--- src/rtl/rd53_lane_distributor.sv ---
// Stripes input frames round-robin over the active lanes and emits aligned rows, idling when a row is incomplete.
// Optional idle-row statistics counter is built only when LANE_DIST_STATS_EN is defined.
module rd53_lane_distributor #(
  parameter int                 NUM_LANES  = 4,
  parameter int                 FRAME_W    = 64,
  parameter int                 FIFO_DEPTH = 8,
  parameter logic [FRAME_W-1:0] IDLE_FRAME = 64'h7800_0000_0000_0000
) (
  input  logic                         clk,
  input  logic                         reset,
  input  logic [1:0]                   lane_mode,
  input  logic                         in_valid,
  output logic                         in_ready,
  input  logic [FRAME_W-1:0]           in_frame,
  input  logic                         in_service,
  input  logic [NUM_LANES-1:0]         lane_next,
  output logic [NUM_LANES*FRAME_W-1:0] lane_data,
  output logic [2*NUM_LANES-1:0]       lane_sync,
  output logic [15:0]                  idle_cnt
);
  localparam int LW = (NUM_LANES > 1) ? $clog2(NUM_LANES) : 1;
  localparam int AW = $clog2(NUM_LANES) + 1;
  localparam int PW = $clog2(FIFO_DEPTH);
  localparam int CW = PW + 1;
  localparam int EW = FRAME_W + 1;

  logic [EW-1:0]                mem_q [NUM_LANES][FIFO_DEPTH];
  logic [EW-1:0]                mem_d [NUM_LANES][FIFO_DEPTH];
  logic [PW-1:0]                rd_ptr_q [NUM_LANES];
  logic [PW-1:0]                rd_ptr_d [NUM_LANES];
  logic [PW-1:0]                wr_ptr_q [NUM_LANES];
  logic [PW-1:0]                wr_ptr_d [NUM_LANES];
  logic [CW-1:0]                cnt_q [NUM_LANES];
  logic [CW-1:0]                cnt_d [NUM_LANES];
  logic [LW-1:0]                wr_lane_q, wr_lane_d;
  logic [AW-1:0]                act_q, act_d, act_req;
  logic [NUM_LANES*FRAME_W-1:0] lane_data_q, lane_data_d;
  logic [2*NUM_LANES-1:0]       lane_sync_q, lane_sync_d;
  logic                         data_next, row_avail, pop, wr_en, all_empty;
  logic                         wr_i, rd_i;

  // Requested lane count, limited to the physical lanes present.
  always_comb begin
    act_req = AW'(NUM_LANES);
    if ((1 << lane_mode) < NUM_LANES) act_req = AW'(1 << lane_mode);
  end

  always_comb begin
    data_next   = |lane_next;
    in_ready    = reset && (cnt_q[wr_lane_q] != CW'(FIFO_DEPTH));
    wr_en       = in_valid && in_ready;
    row_avail   = 1'b1;
    all_empty   = 1'b1;
    for (int i = 0; i < NUM_LANES; i++) begin
      if (cnt_q[i] != '0) all_empty = 1'b0;
      if (i < int'(act_q) && cnt_q[i] == '0) row_avail = 1'b0;
    end
    pop         = data_next && row_avail;
    mem_d       = mem_q;
    rd_ptr_d    = rd_ptr_q;
    wr_ptr_d    = wr_ptr_q;
    cnt_d       = cnt_q;
    lane_data_d = lane_data_q;
    lane_sync_d = lane_sync_q;
    wr_lane_d   = wr_lane_q;
    act_d       = act_q;
    wr_i        = 1'b0;
    rd_i        = 1'b0;
    for (int i = 0; i < NUM_LANES; i++) begin
      wr_i = wr_en && (wr_lane_q == LW'(i));
      rd_i = pop && (i < int'(act_q));
      if (wr_i) begin
        mem_d[i][wr_ptr_q[i]] = {in_service, in_frame};
        wr_ptr_d[i]           = wr_ptr_q[i] + 1'b1;
      end
      if (rd_i) rd_ptr_d[i] = rd_ptr_q[i] + 1'b1;
      cnt_d[i] = cnt_q[i] + CW'(wr_i) - CW'(rd_i);
      if (data_next) begin
        if (rd_i) begin
          lane_data_d[i*FRAME_W +: FRAME_W] = mem_q[i][rd_ptr_q[i]][FRAME_W-1:0];
          lane_sync_d[2*i +: 2] = mem_q[i][rd_ptr_q[i]][FRAME_W] ? 2'b10 : 2'b01;
        end else begin
          lane_data_d[i*FRAME_W +: FRAME_W] = IDLE_FRAME;
          lane_sync_d[2*i +: 2]             = 2'b10;
        end
      end
    end
    if (wr_en) wr_lane_d = (wr_lane_q == LW'(act_q - 1'b1)) ? '0 : wr_lane_q + 1'b1;
    // Only switch striping width when nothing is in flight, so no frame is reordered.
    if (all_empty && wr_lane_q == '0 && !wr_en) act_d = act_req;
  end

  always_ff @(posedge clk) begin
    mem_q <= mem_d;
    if (!reset) begin
      for (int i = 0; i < NUM_LANES; i++) begin
        rd_ptr_q[i] <= '0;
        wr_ptr_q[i] <= '0;
        cnt_q[i]    <= '0;
      end
      wr_lane_q   <= '0;
      act_q       <= act_req;
      lane_data_q <= {NUM_LANES{IDLE_FRAME}};
      lane_sync_q <= {NUM_LANES{2'b10}};
    end else begin
      rd_ptr_q    <= rd_ptr_d;
      wr_ptr_q    <= wr_ptr_d;
      cnt_q       <= cnt_d;
      wr_lane_q   <= wr_lane_d;
      act_q       <= act_d;
      lane_data_q <= lane_data_d;
      lane_sync_q <= lane_sync_d;
    end
  end

  assign lane_data = lane_data_q;
  assign lane_sync = lane_sync_q;

`ifdef LANE_DIST_STATS_EN
  logic [15:0] idle_cnt_q, idle_cnt_d;

  always_comb begin
    idle_cnt_d = idle_cnt_q;
    if (data_next && !row_avail && idle_cnt_q != 16'hFFFF) idle_cnt_d = idle_cnt_q + 16'd1;
  end

  always_ff @(posedge clk) begin
    if (!reset) idle_cnt_q <= '0;
    else        idle_cnt_q <= idle_cnt_d;
  end

  assign idle_cnt = idle_cnt_q;
`else
  assign idle_cnt = 16'h0000;
`endif
endmodule

--- config.mk ---
export PLATFORM = sky130hd
export DESIGN_NAME = rd53_lane_distributor
export DESIGN_NICKNAME = d
export VERILOG_FILES = /design/src/rtl/rd53_lane_distributor.sv
export SDC_FILE = /design/constraint.sdc
export NUM_CORES = 2
export LEC_CHECK = 0
export BUFFER_PORTS_ARGS = -buffer_cell sky130_fd_sc_hd__buf_2
export CAP_MARGIN = 25
export CORE_ASPECT_RATIO = 0.9
export CORE_UTILIZATION = 48
export CTS_CLUSTER_DIAMETER = 100
export DETAILED_ROUTE_END_ITERATION = 12
export PLACE_DENSITY = 0.7
export SLEW_MARGIN = 30
export SYNTH_ARGS = -nofsm -noshare
export SYNTH_HDL_FRONTEND = slang
export SYNTH_SLANG_ARGS = --single-unit
--- constraint.sdc ---
create_clock -name clk -period 11.5 [get_ports clk]
set_clock_uncertainty 0.2 [all_clocks]
set_input_delay 2.3 -clock clk [delete_from_list [all_inputs] [get_ports clk]]
set_output_delay 2.3 -clock clk [all_outputs]
set_load 0.005 [all_outputs]
======== Word-level counts from Yosys, hierarchy flattened ========
Cells that the tools add are included.
cells by class
  add/subtract/negate cells ............... 18
  multipliers ............................. 0
  div/mod/pow operators ................... 0
  magnitude comparators ................... 18
  eq/ne operators ......................... 6
  shift operators ......................... 1
  mux-type cells .......................... 51
  bitwise gates (word level) .............. 9
  reduce and logical (&&, ||, !) cells .... 32
operator list
  operator              count
  $bwmux 520            4
  $bmux 65 s3           4
  $demux 65 s3          4
  $mux 65               12
  $mux 64               4
  $ge 4x4->1 const B    8
  $lt 32x4->1 const B   1
  $not 3->4             8
  $shl 1x2->32 const A  1
  $add 3x1->3 const B   8
  $logic_and 1x1->1     21
  $mux 2                9
  $add 4x1->4           4
  $logic_not 4->1       4
  $lt 4x1->1 const B    4
  $reduce_bool 4->1     4
  $sub 4x1->4           4
  $mux 3                3
  $bmux 4 s2            1
  $mux 1                8
  $mux 4                2
  $lt 1x3->1 const A    2
  $lt 2x3->1 const A    2
  $eq 2x2->1 const B    2
  11 further kinds      11
storage, ports and cells
  bits in registers ....................... 2389
  latch bits .............................. 0
  bits in writable memories ............... 0
  bits in read-only memories .............. 0
  bits of input ports ..................... 74
  output and inout port bits .............. 281
  logic and storage cells ................. 183
  memories kept ........................... 0

======== Longest topological paths before layout ========
  depth in word-level cells ............... 11
  mapped depth ............................ 14
  mapped depth without buffers ............ 12

======== Worst setup path before layout ========
No wires, ideal clock.
  path type ............................... input -> register
  start point ............................. in in_valid
  end point ............................... reg mem_q[1430] (netlist bit), enable pin
  library setup time ...................... 671 ps
  data arrival time ....................... 9674 ps
  data required time ...................... 10629 ps
  path slack .............................. 955 ps
  cell stages on the path ................. 4
  buffers on the path ..................... 2
  path through ............................ clkbuf_1 nand4_2 buf_4 nor4b_1
between the ends
  longest elaborated chain between the ends .. 2
RTL lines
  item                    line  text
  start: declaration      12    input logic in_valid,
  $logic_and 1x1->1       51    wr_en = in_valid && in_ready;
  $logic_and 1x1->1       70    wr_i = wr_en && (wr_lane_q == LW'(i));
  end signal: assignment  94    mem_q <= mem_d;
  end: declaration        27    logic [EW-1:0] mem_q [NUM_LANES][FIFO_DEPTH];
No other way between the ends.
A chain may end at the register's enable or synchronous reset.

======== Worst setup path after layout ========
  start point ............................. reg cnt_q[9] (netlist bit)
  end point ............................... out in_ready
between the ends
  longest elaborated chain between the ends .. 5
RTL lines
  item                                        line  text
  start: declaration                          33    logic [CW-1:0] cnt_q [NUM_LANES];
  start signal: assignment                    108   cnt_q <= cnt_d;
  $bmux 4 s2                                  50    in_ready = reset && (cnt_q[wr_lane_q] != CW'(FIFO_DEPTH));
  $mux 4 (implied by the code) (2 in series)  50
  $ne 4x4->1                                  50
  $logic_and 1x1->1                           50
  end: declaration                            13    output logic in_ready,
No other way between the ends. The select of a mux whose other input is x is not followed.

==> flow_metrics.env <==
export IMPL_insertion_delay_ps=860
export IMPL_cts_tree="yes"
export IMPL_setup_violations=0
export IMPL_status="finished, final reports clean"
export IMPL_dp_hpwl_mm=125
export IMPL_syn_avg_cell_area_um2=21.2
export IMPL_rows=150
export IMPL_syn2layout_area_growth_pct=13.2
export IMPL_die_area_um2=190000
export IMPL_grt_setup_unrepaired="false"
export IMPL_ys_warnings_count=0
export IMPL_grt_start_max_net_pins=118
export IMPL_fillers=13900
export IMPL_routed_wirelength_mm=211
export IMPL_htree_num_levels=4
export IMPL_routedWlPerCell_um=28.7
export IMPL_yosys_area_share_simple_pct=2.92
export IMPL_pwr_share_seq_pct=52.9
export IMPL_clockBufferDepth=3
export IMPL_hold_class="reg2reg"
export IMPL_synth_main_ff_cell="edfxtp_1"
export IMPL_internal_power_mw=14.3
export IMPL_cts_setup_buffers=0
export IMPL_ys_ff_latch=2389
export IMPL_via_per_inst=5.87
export IMPL_initial_core_util_pct=48.5
export IMPL_maxCapViolations=0
export IMPL_powerDensity_nw_per_um2=179
export IMPL_finalCriticalPeriod_ps=5830
export IMPL_grt_usage_pct=22.4
export IMPL_p_comb_share_pct=7.4
export IMPL_synth_top_cell_by_area="edfxtp_1"
export IMPL_synth_compound_area_share_pct=2.42
export IMPL_gp_congestion=0.778
export IMPL_antenna_found_initial=16
export IMPL_synth_edff_count=2083
export IMPL_p_switching_mw=4.05
export IMPL_fp_dieH_um=413
export IMPL_arrival_ps=3330
export IMPL_fmax_mhz=172
export IMPL_critical_path_class="reg2out"
export IMPL_leakagePower_nw=31.9
export IMPL_finalSetupTns_ps=0
export IMPL_whs_ps=278
export IMPL_cts_buffers=218
export IMPL_path_max_fanout=14
export IMPL_clk_pin_slew_ps=60
export IMPL_port_buffers=338
export IMPL_synth_top_cells_by_area="edfxtp_1 (69%), mux4_2 (13%), dfxtp_1 (6.8%)"
export IMPL_hold_viol=0
export IMPL_cts_sinks=2389
export IMPL_drtPass1Iterations=5
export IMPL_place_worst_setup_slack_ps=5340
export IMPL_yosysSeqAreaShare_pct=76.1
export IMPL_required_ps=9000
export IMPL_timing_final_ws_setup_ps=5670
export IMPL_start_kind="flip-flop"
export IMPL_synth_adder_area_share_pct=0.532
export IMPL_synth_xor_area_share_pct=0.136
export IMPL_relSlewSlack_pct=31.2
export IMPL_tightest_slew_ps=1020
export IMPL_slew_viol_final=0
export IMPL_io_pins=355
export IMPL_swShare_pct=22.1
export IMPL_vdd_ir_drop_max_mv=0.167
export IMPL_coreArea_um2=186000
export IMPL_cp_end_kind="output port"
export IMPL_yosysUniqueCellTypes=55
export IMPL_nets=4763
export IMPL_final_layout_size_suffix_gt1_share_pct=32.6
export IMPL_synth_top_family_by_area="multiplexers"
export IMPL_syn_area_um2=90300
export IMPL_grt_pass1_vias=43500
export IMPL_vias=43200
export IMPL_grt_pass1_wl_mm=307
export IMPL_muxShareOfSynthArea_pct=16.3
export IMPL_fp_dieW_um=459
export IMPL_ant_nets=0
export IMPL_post_cts_resized=0
export IMPL_yosysMostFrequentCell="edfxtp_1"
export IMPL_cts_root_buffer="clkbuf_16"
export IMPL_postCtsHoldBufs=0
export IMPL_yosys_top_cells_count="edfxtp_1 (2,083), mux4_2 (520), dfxtp_1 (306)"
export IMPL_synth_top_area_share_pct=69.3
export IMPL_overflow=0
export IMPL_drcViolationCount=0
export IMPL_syn_inst=4259
export IMPL_async_flop_share_pct=0
export IMPL_finalCritPeriodShare_pct=50.7
export IMPL_clockPowerShare_pct=39.7
export IMPL_drt_initial_drc_count=4224
[worst max-delay path, stage by stage, from the launching register on]
cell     delay (ps)
dfxtp_1         360
or4b_2          710
nor3_2          760
inv_1           240
and3_1          260
buf_2           140
[metrics by stage]
stage,instance area (um2),instances,power [mW],utilization (%)
after floorplan,90300,4274,10.8,-
after global placement,94700,6931,11.2,50.9
after detailed placement,95000,6941,11.3,51.0
after CTS,102000,7353,18.5,54.9
after global routing,102000,7355,18.9,54.9
final,102000,7360,18.3,54.9
[flip-flops by register name (all words and copies together) (netlist names)]
register and flops:
act_q 3, lane_sync 8, rd_ptr_q 12, cnt_q 16
mem_q 2080, lane_data 256, wr_lane_q 2, wr_ptr_q 12
[path summary, 6_finish.rpt]
kind	start	to	slack, ps	cells past startpoint
max	cnt_q[9]	in_ready	5670	5
min	lane_sync[6]	lane_sync[6]	280	2
max reg2reg	cnt_q[9]	mem_q[1461]	7330	7
min reg2reg	lane_sync[6]	lane_sync[6]	280	2
[cells by family after synthesis]
| group | after synthesis |
|---|---|
| buffers and inverters | 304 |
| XOR/XNOR | 14 |
| other | 1 |
| AO/OA/AOI/OAI | 289 |
| adder cells (fa/ha/maj) | 36 |
| multiplexers | 791 |
| AND/OR/NAND/NOR | 435 |
| flip-flops | 2389 |
[routing by layer]
layer  part of all wire (%)  global-route usage [%]  up-vias
li1                       -                       -    18200
met1                     41                    31.0    23000
met2                     49                    36.2     1656
met3                    7.6                    4.58      309
met4                    2.6                    6.26       14
met5                  0.039                       0        -
[cell type report]
type | count | area [um2] | share of cell area (%)
Timing Repair Buffer | 431 | 2590 | 2.54
Inverter | 32 | 120 | 0.117
Clock inverter | 135 | 1400 | 1.37
Sequential cell | 2389 | 68700 | 67.2
Tap cell | 2508 | 3140 | 3.07
Antenna cell | 7 | 17.5 | 0.0171
Multi-Input combinational cell | 1581 | 20400 | 20.0
Clock buffer | 277 | 5820 | 5.69
[layout by cell type (no fill, tap or decap), drive strengths merged, types with 4 or more instances in the layout]
cell type and count:
nor4 10, nand3 16, nor2 17, conb 16, a22oi 240, ha 32
clkbuf 277, a21oi 5, bufinv 23, a21o 4, nor2b 250, and3 11
mux2 240, nor4b 10, clkinv 83, nand2b 10, xnor2 4, nand2 57
or4 5, nor3 12, o31ai 4, inv 42, and2 21, diode 7
and3b 4, or3b 4, fa 4, o21ai 5, o2bb2ai 16, dfxtp 306
mux4 520, mux2i 31, a21boi 5, edfxtp 2083, clkinvlp 19, buf 431
xor2 10
[power by group through the flow]
stage                     combinational, mW  clock [mW]  sequential (mW)
after floorplan                       0.933           0             9.84
after global placement                 1.34           0             9.88
after detailed placement               1.37           0             9.89
after CTS                              1.38        7.38             9.70
after global routing                   1.47        7.71             9.72
final                                  1.36        7.28             9.70
No activity file was read; power rests on OpenSTA's default activity.
